**src/rtl/regfile_arb_pkg.sv**
```systemverilog
// Shared types and constants for the register-file write-port arbiter.
package regfile_arb_pkg;

  // Match RegAddrBus / RegBus widths from defines.v
  localparam int REG_ADDR_W   = 5;
  localparam int REG_DATA_W   = 32;
  localparam int ZERO_REG     = 0;
  localparam int STARVE_CNT_W = 4;

  typedef enum logic [1:0] {
    GNT_NONE = 2'd0,
    GNT_P    = 2'd1,
    GNT_M    = 2'd2
  } gnt_e;

endpackage

```
**src/rtl/regfile_arb_starve.sv**
```systemverilog
// Saturating starvation counter for the M requester; raises force_m once M
// has waited STARVE_LIM cycles.
module regfile_arb_starve
  import regfile_arb_pkg::*;
#(
  parameter int STARVE_LIM = 4
) (
  input  logic clk,
  input  logic rst,
  input  logic m_valid,
  input  logic m_ready,
  output logic force_m
);

  localparam logic [STARVE_CNT_W-1:0] LIM     = STARVE_CNT_W'(STARVE_LIM);
  localparam logic [STARVE_CNT_W-1:0] CNT_MAX = '1;

  logic [STARVE_CNT_W-1:0] count;

  // Clears whenever M is idle or served, otherwise counts up and sticks at max
  always_ff @(posedge clk) begin
    if (rst) begin
      count <= '0;
    end else if (!m_valid || m_ready) begin
      count <= '0;
    end else if (count != CNT_MAX) begin
      count <= count + 4'd1;
    end
  end

  assign force_m = m_valid && (count >= LIM);

endmodule

```
**src/rtl/regfile_wr_arbiter.sv**
```systemverilog
// Two-requester arbiter for the single regfile write port (P = writeback, M = multi-cycle unit).
// Define REGFILE_ARB_FAIR_EN to compile in the M starvation counter; otherwise P has strict priority.
module regfile_wr_arbiter
  import regfile_arb_pkg::*;
#(
  parameter int ADDR_W     = REG_ADDR_W,
  parameter int DATA_W     = REG_DATA_W,
  parameter int STARVE_LIM = 4
) (
  input  logic              clk,
  input  logic              rst,
  input  logic              p_valid,
  output logic              p_ready,
  input  logic [ADDR_W-1:0] p_waddr,
  input  logic [DATA_W-1:0] p_wdata,
  input  logic              m_valid,
  output logic              m_ready,
  input  logic [ADDR_W-1:0] m_waddr,
  input  logic [DATA_W-1:0] m_wdata,
  output logic              we,
  output logic [ADDR_W-1:0] waddr,
  output logic [DATA_W-1:0] wdata,
  output logic [1:0]        gnt
);

  logic              force_m;
  gnt_e              gnt_q;
  gnt_e              win_gnt;
  logic [ADDR_W-1:0] win_addr;
  logic [DATA_W-1:0] win_data;

`ifdef REGFILE_ARB_FAIR_EN
  regfile_arb_starve #(
    .STARVE_LIM (STARVE_LIM)
  ) u_starve (
    .clk     (clk),
    .rst     (rst),
    .m_valid (m_valid),
    .m_ready (m_ready),
    .force_m (force_m)
  );
`else
  assign force_m = 1'b0;
`endif

  always_comb begin
    p_ready = 1'b0;
    m_ready = 1'b0;
    if (!rst) begin
      p_ready = !force_m;
      m_ready = force_m || !p_valid;
    end
  end

  // Readies are mutually exclusive when both valid, so at most one winner
  always_comb begin
    win_gnt  = GNT_NONE;
    win_addr = p_waddr;
    win_data = p_wdata;
    if (p_valid && p_ready) begin
      win_gnt = GNT_P;
    end else if (m_valid && m_ready) begin
      win_gnt  = GNT_M;
      win_addr = m_waddr;
      win_data = m_wdata;
    end
  end

  always_ff @(posedge clk) begin
    if (rst) begin
      we    <= 1'b0;
      waddr <= '0;
      wdata <= '0;
      gnt_q <= GNT_NONE;
    end else begin
      gnt_q <= win_gnt;
      we    <= 1'b0;
      if (win_gnt != GNT_NONE && win_addr != ADDR_W'(ZERO_REG)) begin
        we    <= 1'b1;
        waddr <= win_addr;
        wdata <= win_data;
      end
    end
  end

  assign gnt = gnt_q;

endmodule

```
**config.mk**
```make
export PLATFORM = sky130hd
export DESIGN_NAME = regfile_wr_arbiter
export DESIGN_NICKNAME = d
export VERILOG_FILES = /design/src/rtl/regfile_arb_pkg.sv /design/src/rtl/regfile_arb_starve.sv /design/src/rtl/regfile_wr_arbiter.sv
export SDC_FILE = /design/constraint.sdc
export NUM_CORES = 1
export LEC_CHECK = 0
export ABC_AREA = 0
export ABC_CLOCK_PERIOD_IN_PS = 1840
export CELL_PAD_IN_SITES_DETAIL_PLACEMENT = 1
export CELL_PAD_IN_SITES_GLOBAL_PLACEMENT = 1
export CORE_MARGIN = 2
export CORE_UTILIZATION = 27
export DETAILED_ROUTE_END_ITERATION = 10
export GPL_TIMING_DRIVEN = 0
export PLACE_DENSITY_LB_ADDON = 0.1
export SYNTH_ARGS = -nofsm -noshare
export SYNTH_HDL_FRONTEND = slang
export SYNTH_SLANG_ARGS = --single-unit
export TNS_END_PERCENT = 10
```
**constraint.sdc**
```tcl
create_clock -name clk -period 1.84 [get_ports clk]
set_input_delay 0.368 -clock clk [delete_from_list [all_inputs] [get_ports clk]]
set_output_delay 0.368 -clock clk [all_outputs]
set_load 0.005 [all_outputs]
```
==> results of run 1 <==
-- layer usage --
layer	part of all wire (%)	vias to the layer above	GRT usage [%]
li1	-	943	-
met1	40	906	16.5
met2	49	73	27.1
met3	9.3	6	6.43
met4	1.0	0	3.85
met5	0	-	0
-- logic make-up after synthesis --
family	synth area share (%)
AO/OA/AOI/OAI	3.45
buffers and inverters	6.72
flip-flops	39.5
multiplexers	37.9
AND/OR/NAND/NOR	12.5
-- where the power goes --
part           total (µW)  switching [µW]  leakage (µW)  internal [µW]
clock network         722             319     0.0000552            403
registers             997            43.5      0.000333            953
logic                 657             222       0.00107            435
total                2380             585       0.00146           1790
-- worst min-delay path, stage by stage, from the launching register on --
cell,delay (ns)
dfxtp_1,0.31
nand2_1,0.05
mux2i_1,0.05
-- cell usage after synthesis, drive strengths merged --
cell	instances	area share, %
inv	2	0.37
nor3	4	0.99
dfxtp	40	39
nand2	33	6.1
nand2b	1	0.31
mux2	4	2.4
nor2	10	1.8
nand3	3	0.74
nand4	1	0.31
nor4	2	0.62
a21oi	7	1.7
a221oi	1	0.43
nor3b	1	0.92
a22oi	1	1.0
clkbuf	5	0.92
mux2i	72	36
buf	9	5.4
nor2b	2	0.62
o21ai	1	0.25
-- per-stage QoR --
stage	hold WS [ns]	setup TNS [ns]
global route	0.479	0
finish	0.463	0
detailed placement	0.455	-11.86
global placement	0.444	-11.01
floorplan	0.455	0
CTS	0.466	0
-- layout by cell type, fill, tap and decap left out, types with 2 or more instances in the layout --
cell type,count
nor4_1,2
mux2i_1,72
clkbuf_8,7
buf_12,4
mux2_1,2
dfxtp_1,40
buf_6,3
clkdlybuf4s50_1,116
nor2b_1,2
nand2_1,33
buf_4,6
clkdlybuf4s15_2,2
a21oi_1,7
nor3_1,3
nand3_1,3
clkbuf_1,4
nor2_1,10
-- state kept, by name (all words and copies together), names as in the netlist --
register	cells
gnt	2
waddr	5
wdata	32
we	1
-- worst max-delay path by stage --
stage | cells after the start | endpoint | slack (ns) | startpoint
after floorplan | 5 | wdata[21]$_SDFFE_PP0P_ | 0.30 | m_valid
final | 5 | p_ready | 0.05 | rst
after CTS | 6 | wdata[2]$_SDFFE_PP0P_ | 0.02 | p_waddr[2]
after detailed placement | 5 | p_ready | -0.72 | rst
after global placement | 5 | p_ready | -0.77 | rst
after global routing | 4 | m_ready | 0.01 | p_valid
-- area by class of cell --
type                            instances  share of cell area (%)
Clock buffer                            6                    2.06
Sequential cell                        40                    22.7
Inverter                                2                   0.284
Multi-Input combinational cell        143                    31.2
Tap cell                               99                    3.52
Clock inverter                          2                   0.995
Buffer                                 14                    4.41
Timing Repair Buffer                  122                    34.8
-- timing repair --
item,in CTS,in global routing
setup endpoints to repair,12,30
gates resized for setup,16,0
pin swaps,1,1
gates cloned,0,0
setup buffers,3,1
endpoints found under the hold margin,0,0
==> metrics.md, run 1 <==
| Metric | Value |
|---|---|
| Status | `finished clean` |
| Max incr delay on CP | `between 0.4 and 0.5 ns` |
| Fin. Hold Viols | `0` |
| Final Skew | `0 ns` |
| Die H | `90.7 µm` |
| Dpl hpwl | `4.72 mm` |
| Worst Path Arrival | `1.42 ns` |
| FF-to-FF path depth | `4` |
| Routed len/inst | `14.3 µm` |
| Post-place setup slack | `-0.724 ns` |
| Slew Viols, Final | `0` |
| GRT Util Overall | `between 15 and 20%` |
| Nets | `406` |
| Synth-to-Final Area Change | `73.5%` |
| Area of the core | `7250 µm²` |
| I/O Pins | `120` |
| # fillers | `796` |
| Hold Buf Count CTS | `0` |
| Overall power | `2380 µW` |
| Multi-input gate area | `1100 µm²` |
| Finished Cell Area | `about 3500 µm²` |
| Min-Delay Path Class | `reg2reg` |
| Worst Hold End | `wdata[17]$_SDFFE_PP0P_` |
| CTS root buffer | `clkbuf_8` |
| Number of H-tree levels | `2` |
| Worst Slack Setup Final | `0.0478 ns` |
| Syn. warnings | `0` |
| Num CTS Buffers | `5` |
| Yosys reg bits | `40` |
| DRT iter0 DRCs | `16` |
| GP Congestion | `0.731` |
| Vias in the first global route | `2102` |
| First-pass GRT wire length | `9.99 mm` |
| Net Count, Synth | `277` |
| Seq/Total Area, Yosys | `roughly two fifths` |
| Max cap viols | `0` |
| Antenna cell count | `0` |
| Critical Path End Type | `output port` |
| LEAKAGE | `roughly 0.0015 µW` |
| Worst-Skew Late Latency | `0.29 ns` |
| Clock-pin slew on the worst setup and hold paths | `0.08 ns` |
| Vias per cell | `4.50` |
| Max Root-Sink Buffers | `2` |
| Gr ovfl total | `0` |
| Std cell rows | `31` |
| Critical path type | `in2out` |
| Initial Util | `28.0%` |
| Layout cell share with drive strength beyond 1 | `9.42%` |
| Drt drc | `0` |
| Max Fclk | `558 MHz` |
| Reg2reg end | `waddr[2]$_SDFFE_PP0P_` |
| Drt first pass iters | `4` |
| Unrepaired setup endpoints after global routing | `no` |
| Power Dens Cells | `675 nW/µm²` |
| Worst r2r src | `waddr[2]$_SDFFE_PP0P_` |
| WHS Path Cells | `2` |
| Mapped Area | `2030 µm²` |
| Period Utilization, post-route | `97.4%` |
| DR vias | `between 1500 and 2000` |
| DRT antenna net count | `0` |
| WL final | `6.12 mm` |
| Clk sinks | `40` |
| CP max FO | `6` |
| Post-DP Area | `roughly 3300 µm²` |
| Syn Area/Cell | `10.2 µm²` |
| Core Util, Final | `between 40% and 50%` |
| Top Family by Delay on Critical Path | `buffers and inverters` |
| Placed cell count | `~420` |
| Final setup viols | `0` |
| CP Data Required Time | `1.47 ns` |
| CTS tree | `built` |
| Finished Layout Cells | `428` |
| Register area | `about 800 µm²` |
| Min-delay src | `wdata[17]$_SDFFE_PP0P_` |
| Startpoint types | `input pin` |
| Critical-path cell list | `clkdlybuf4s15_2 > buf_6 > inv_4 > clkbuf_8 > clkdlybuf4s50_1` |
| Worst-Margin Slew | `0.470 ns` |
| Full die area | `between 8000 and 9000 µm²` |
| Die width | `slightly above 90 µm` |
| Reg-to-reg slack, setup | `0.94 ns` |
| Fin crit period | `1.79 ns` |
| Worst path slowest cell | `clkdlybuf4s50_1` |
| Syn Inst Count | `about 200` |
| Peak supply drop | `between 200 and 300 µV` |
| Worst path bufs/invs | `5` |
| Initial antenna violation count | `0` |
| Slew headroom | `68.6%` |
| Port-buffer cells | `118` |
| Pin count of the biggest net entering global routing | `13` |
| Post-synth cell types | `24` |
No activity file was read; power rests on OpenSTA's default activity.
==> run 2, diff against run 1 <==
--- a/config.mk
+++ b/config.mk
@@ -6,7 +6,7 @@
 export NUM_CORES = 1
 export LEC_CHECK = 0
 export ABC_AREA = 0
-export ABC_CLOCK_PERIOD_IN_PS = 1840
+export ABC_CLOCK_PERIOD_IN_PS = 1710
 export CELL_PAD_IN_SITES_DETAIL_PLACEMENT = 1
 export CELL_PAD_IN_SITES_GLOBAL_PLACEMENT = 1
 export CORE_MARGIN = 2
==> constraint.sdc (replaced) <==
create_clock -name clk -period 1.71 [get_ports clk]
set_input_delay 0.342 -clock clk [delete_from_list [all_inputs] [get_ports clk]]
set_output_delay 0.342 -clock clk [all_outputs]
set_load 0.005 [all_outputs]
==> metrics.md, run 2 (synthesis results as in run 1) <==
| Metric | Value |
|---|---|
| Area of the core | `7250 µm²` |
| Final setup viols | `0` |
| LEAKAGE | `0.00148 µW` |
| GRT Util Overall | `15.3%` |
| I/O Pins | `120` |
| Die H | `just over 90 µm` |
| CTS root buffer | `clkbuf_8` |
| Met3 Track Usage GR | `6.43%` |
| Final TNS setup | `0 ns` |
| Power Dens Cells | `between 700 and 800 nW/µm²` |
| Dpl hpwl | `~4.7 mm` |
| Status | `finished clean` |
| Startpoint types | `input pin` |
| CTS tree | `built` |
| WHS Path Cells | `2` |
| Pin count of the biggest net entering global routing | `13` |
| Port-buffer cells | `around 120` |
| Commonest non-fill, non-tap cell in the layout | `clkdlybuf4s50_1` |
| Routed len/inst | `14.4 µm` |
| Full die area | `8230 µm²` |
| Worst r2r src | `waddr[2]$_SDFFE_PP0P_` |
| Worst-Skew Late Latency | `between 0.2 and 0.3 ns` |
| Vias per cell | `4.50` |
| Multi-input gate area | `1110 µm²` |
| Final hold slack | `0.463 ns` |
| Synth-to-Final Area Change | `74.8%` |
| Crit. Startpoint | `p_valid` |
| Reg2reg end | `waddr[2]$_SDFFE_PP0P_` |
| Gr ovfl total | `0` |
| Peak supply drop | `309 µV` |
| Die width | `~91 µm` |
| Nets | `408` |
| Min-delay src | `wdata[17]$_SDFFE_PP0P_` |
| Core Util, Final | `between 40 and 50%` |
| First-pass GRT wire length | `10.1 mm` |
| Initial Util | `between 20% and 30%` |
| Max Fclk | `591 MHz` |
| DRT iter0 DRCs | `16` |
| Most flop-heavy register | `wdata` |
| Vias in the first global route | `around 2100` |
| # fillers | `800` |
| M1 GR Usage | `16.5%` |
| Clock-pin slew on the worst setup and hold paths | `0.08 ns` |
| Initial antenna violation count | `0` |
| CP Data Required Time | `1.37 ns` |
| Number of H-tree levels | `2` |
| Max Root-Sink Buffers | `2` |
| WL final | `6.19 mm` |
| CP max FO | `5` |
| Worst-Margin Slew | `0.472 ns` |
| DR vias | `just under 2000` |
| Max reg flops | `32` |
| Critical path type | `in2out` |
| Num CTS Buffers | `5` |
| Unrepaired setup endpoints after global routing | `yes` |
| Std cell rows | `31` |
| Min-Delay Path Class | `reg2reg` |
| Grt peak-use layer | `met2` |
| Drt first pass iters | `4` |
| Final Skew | `0 ns` |
| Slew Viols, Final | `0` |
| Clk sinks | `40` |
| DRT antenna net count | `0` |
| Max cap viols | `0` |
| Layout cell share with drive strength beyond 1 | `between 10% and 20%` |
| Worst Path Arrival | `1.35 ns` |
| Drt drc | `0` |
| Commonest cells after routing, fill and taps aside | `clkdlybuf4s50_1, mux2i_1, dfxtp_1` |
| Period Utilization, post-route | `about 99%` |
| Reg-to-reg slack, setup | `approximately 0.81 ns` |
| Routing usage on met2 | `27.6%` |
| Antenna cell count | `0` |
| GP Congestion | `~0.73` |
| Register area | `801 µm²` |
| FF-to-FF path depth | `4` |
| Critical Path End Type | `output port` |
| Fin. Hold Viols | `0` |
| Hold Buf Count CTS | `0` |
| Slew headroom | `68.5%` |
| Fin crit period | `1.69 ns` |
| Worst Hold End | `wdata[17]$_SDFFE_PP0P_` |
## run 2: repair_timing
item	CTS	global route
resized for setup	16	5
endpoints found under the setup margin	33	33
buffers inserted	6	0
pin swaps	1	1
cloned	0	0
## run 2: power by group
part	internal [µW]	switching (µW)
combinational	471	243
clock	434	343
sequential	1030	46.9
## run 2: how the worst max path moves through the flow
stage                             end  slack (ns)  cells after the start
2_1_floorplan  wdata[21]$_SDFFE_PP0P_        0.19                      5
3_3_place_gp                  p_ready       -0.84                      5
3_5_place_dp                  p_ready       -0.80                      5
4_1_cts                       m_ready        0.01                      4
5_1_grt                       m_ready       -0.02                      4
6_report                      m_ready        0.02                      4
## run 2: cell type report
cell class | count | area share [%]
Buffer | 14 | 4.37
Clock buffer | 6 | 2.05
Clock inverter | 2 | 0.987
Inverter | 2 | 0.282
Multi-Input combinational cell | 143 | 31.2
Sequential cell | 40 | 22.6
Tap cell | 99 | 3.49
Timing Repair Buffer | 124 | 35.1
## run 2: metrics by stage
step | total power, µW | setup WS (ns) | std cells | cell area (µm²)
5_1_grt | 2700 | -0.0246 | 430 | 3550
6_report | 2560 | 0.0170 | 430 | 3550
3_3_place_gp | 1780 | -0.843 | 416 | 3330
2_1_floorplan | 1350 | 0.193 | 199 | 2030
3_5_place_dp | 1790 | -0.802 | 416 | 3330
4_1_cts | 2600 | 0.0146 | 430 | 3530
## run 2: worst max-delay path: stages
cell,delay [ns]
clkdlybuf4s15_2,0.24
clkbuf_8,0.16
nor2_1,0.10
clkdlybuf4s50_1,0.50
## run 2: routing by layer
| layer | vias up | routed length (µm) |
|---|---|---|
| met5 | - | 0 |
| met4 | 0 | 63 |
| met3 | 6 | 572 |
| met2 | 73 | 3070 |
| met1 | 910 | 2490 |
| li1 | 947 | - |
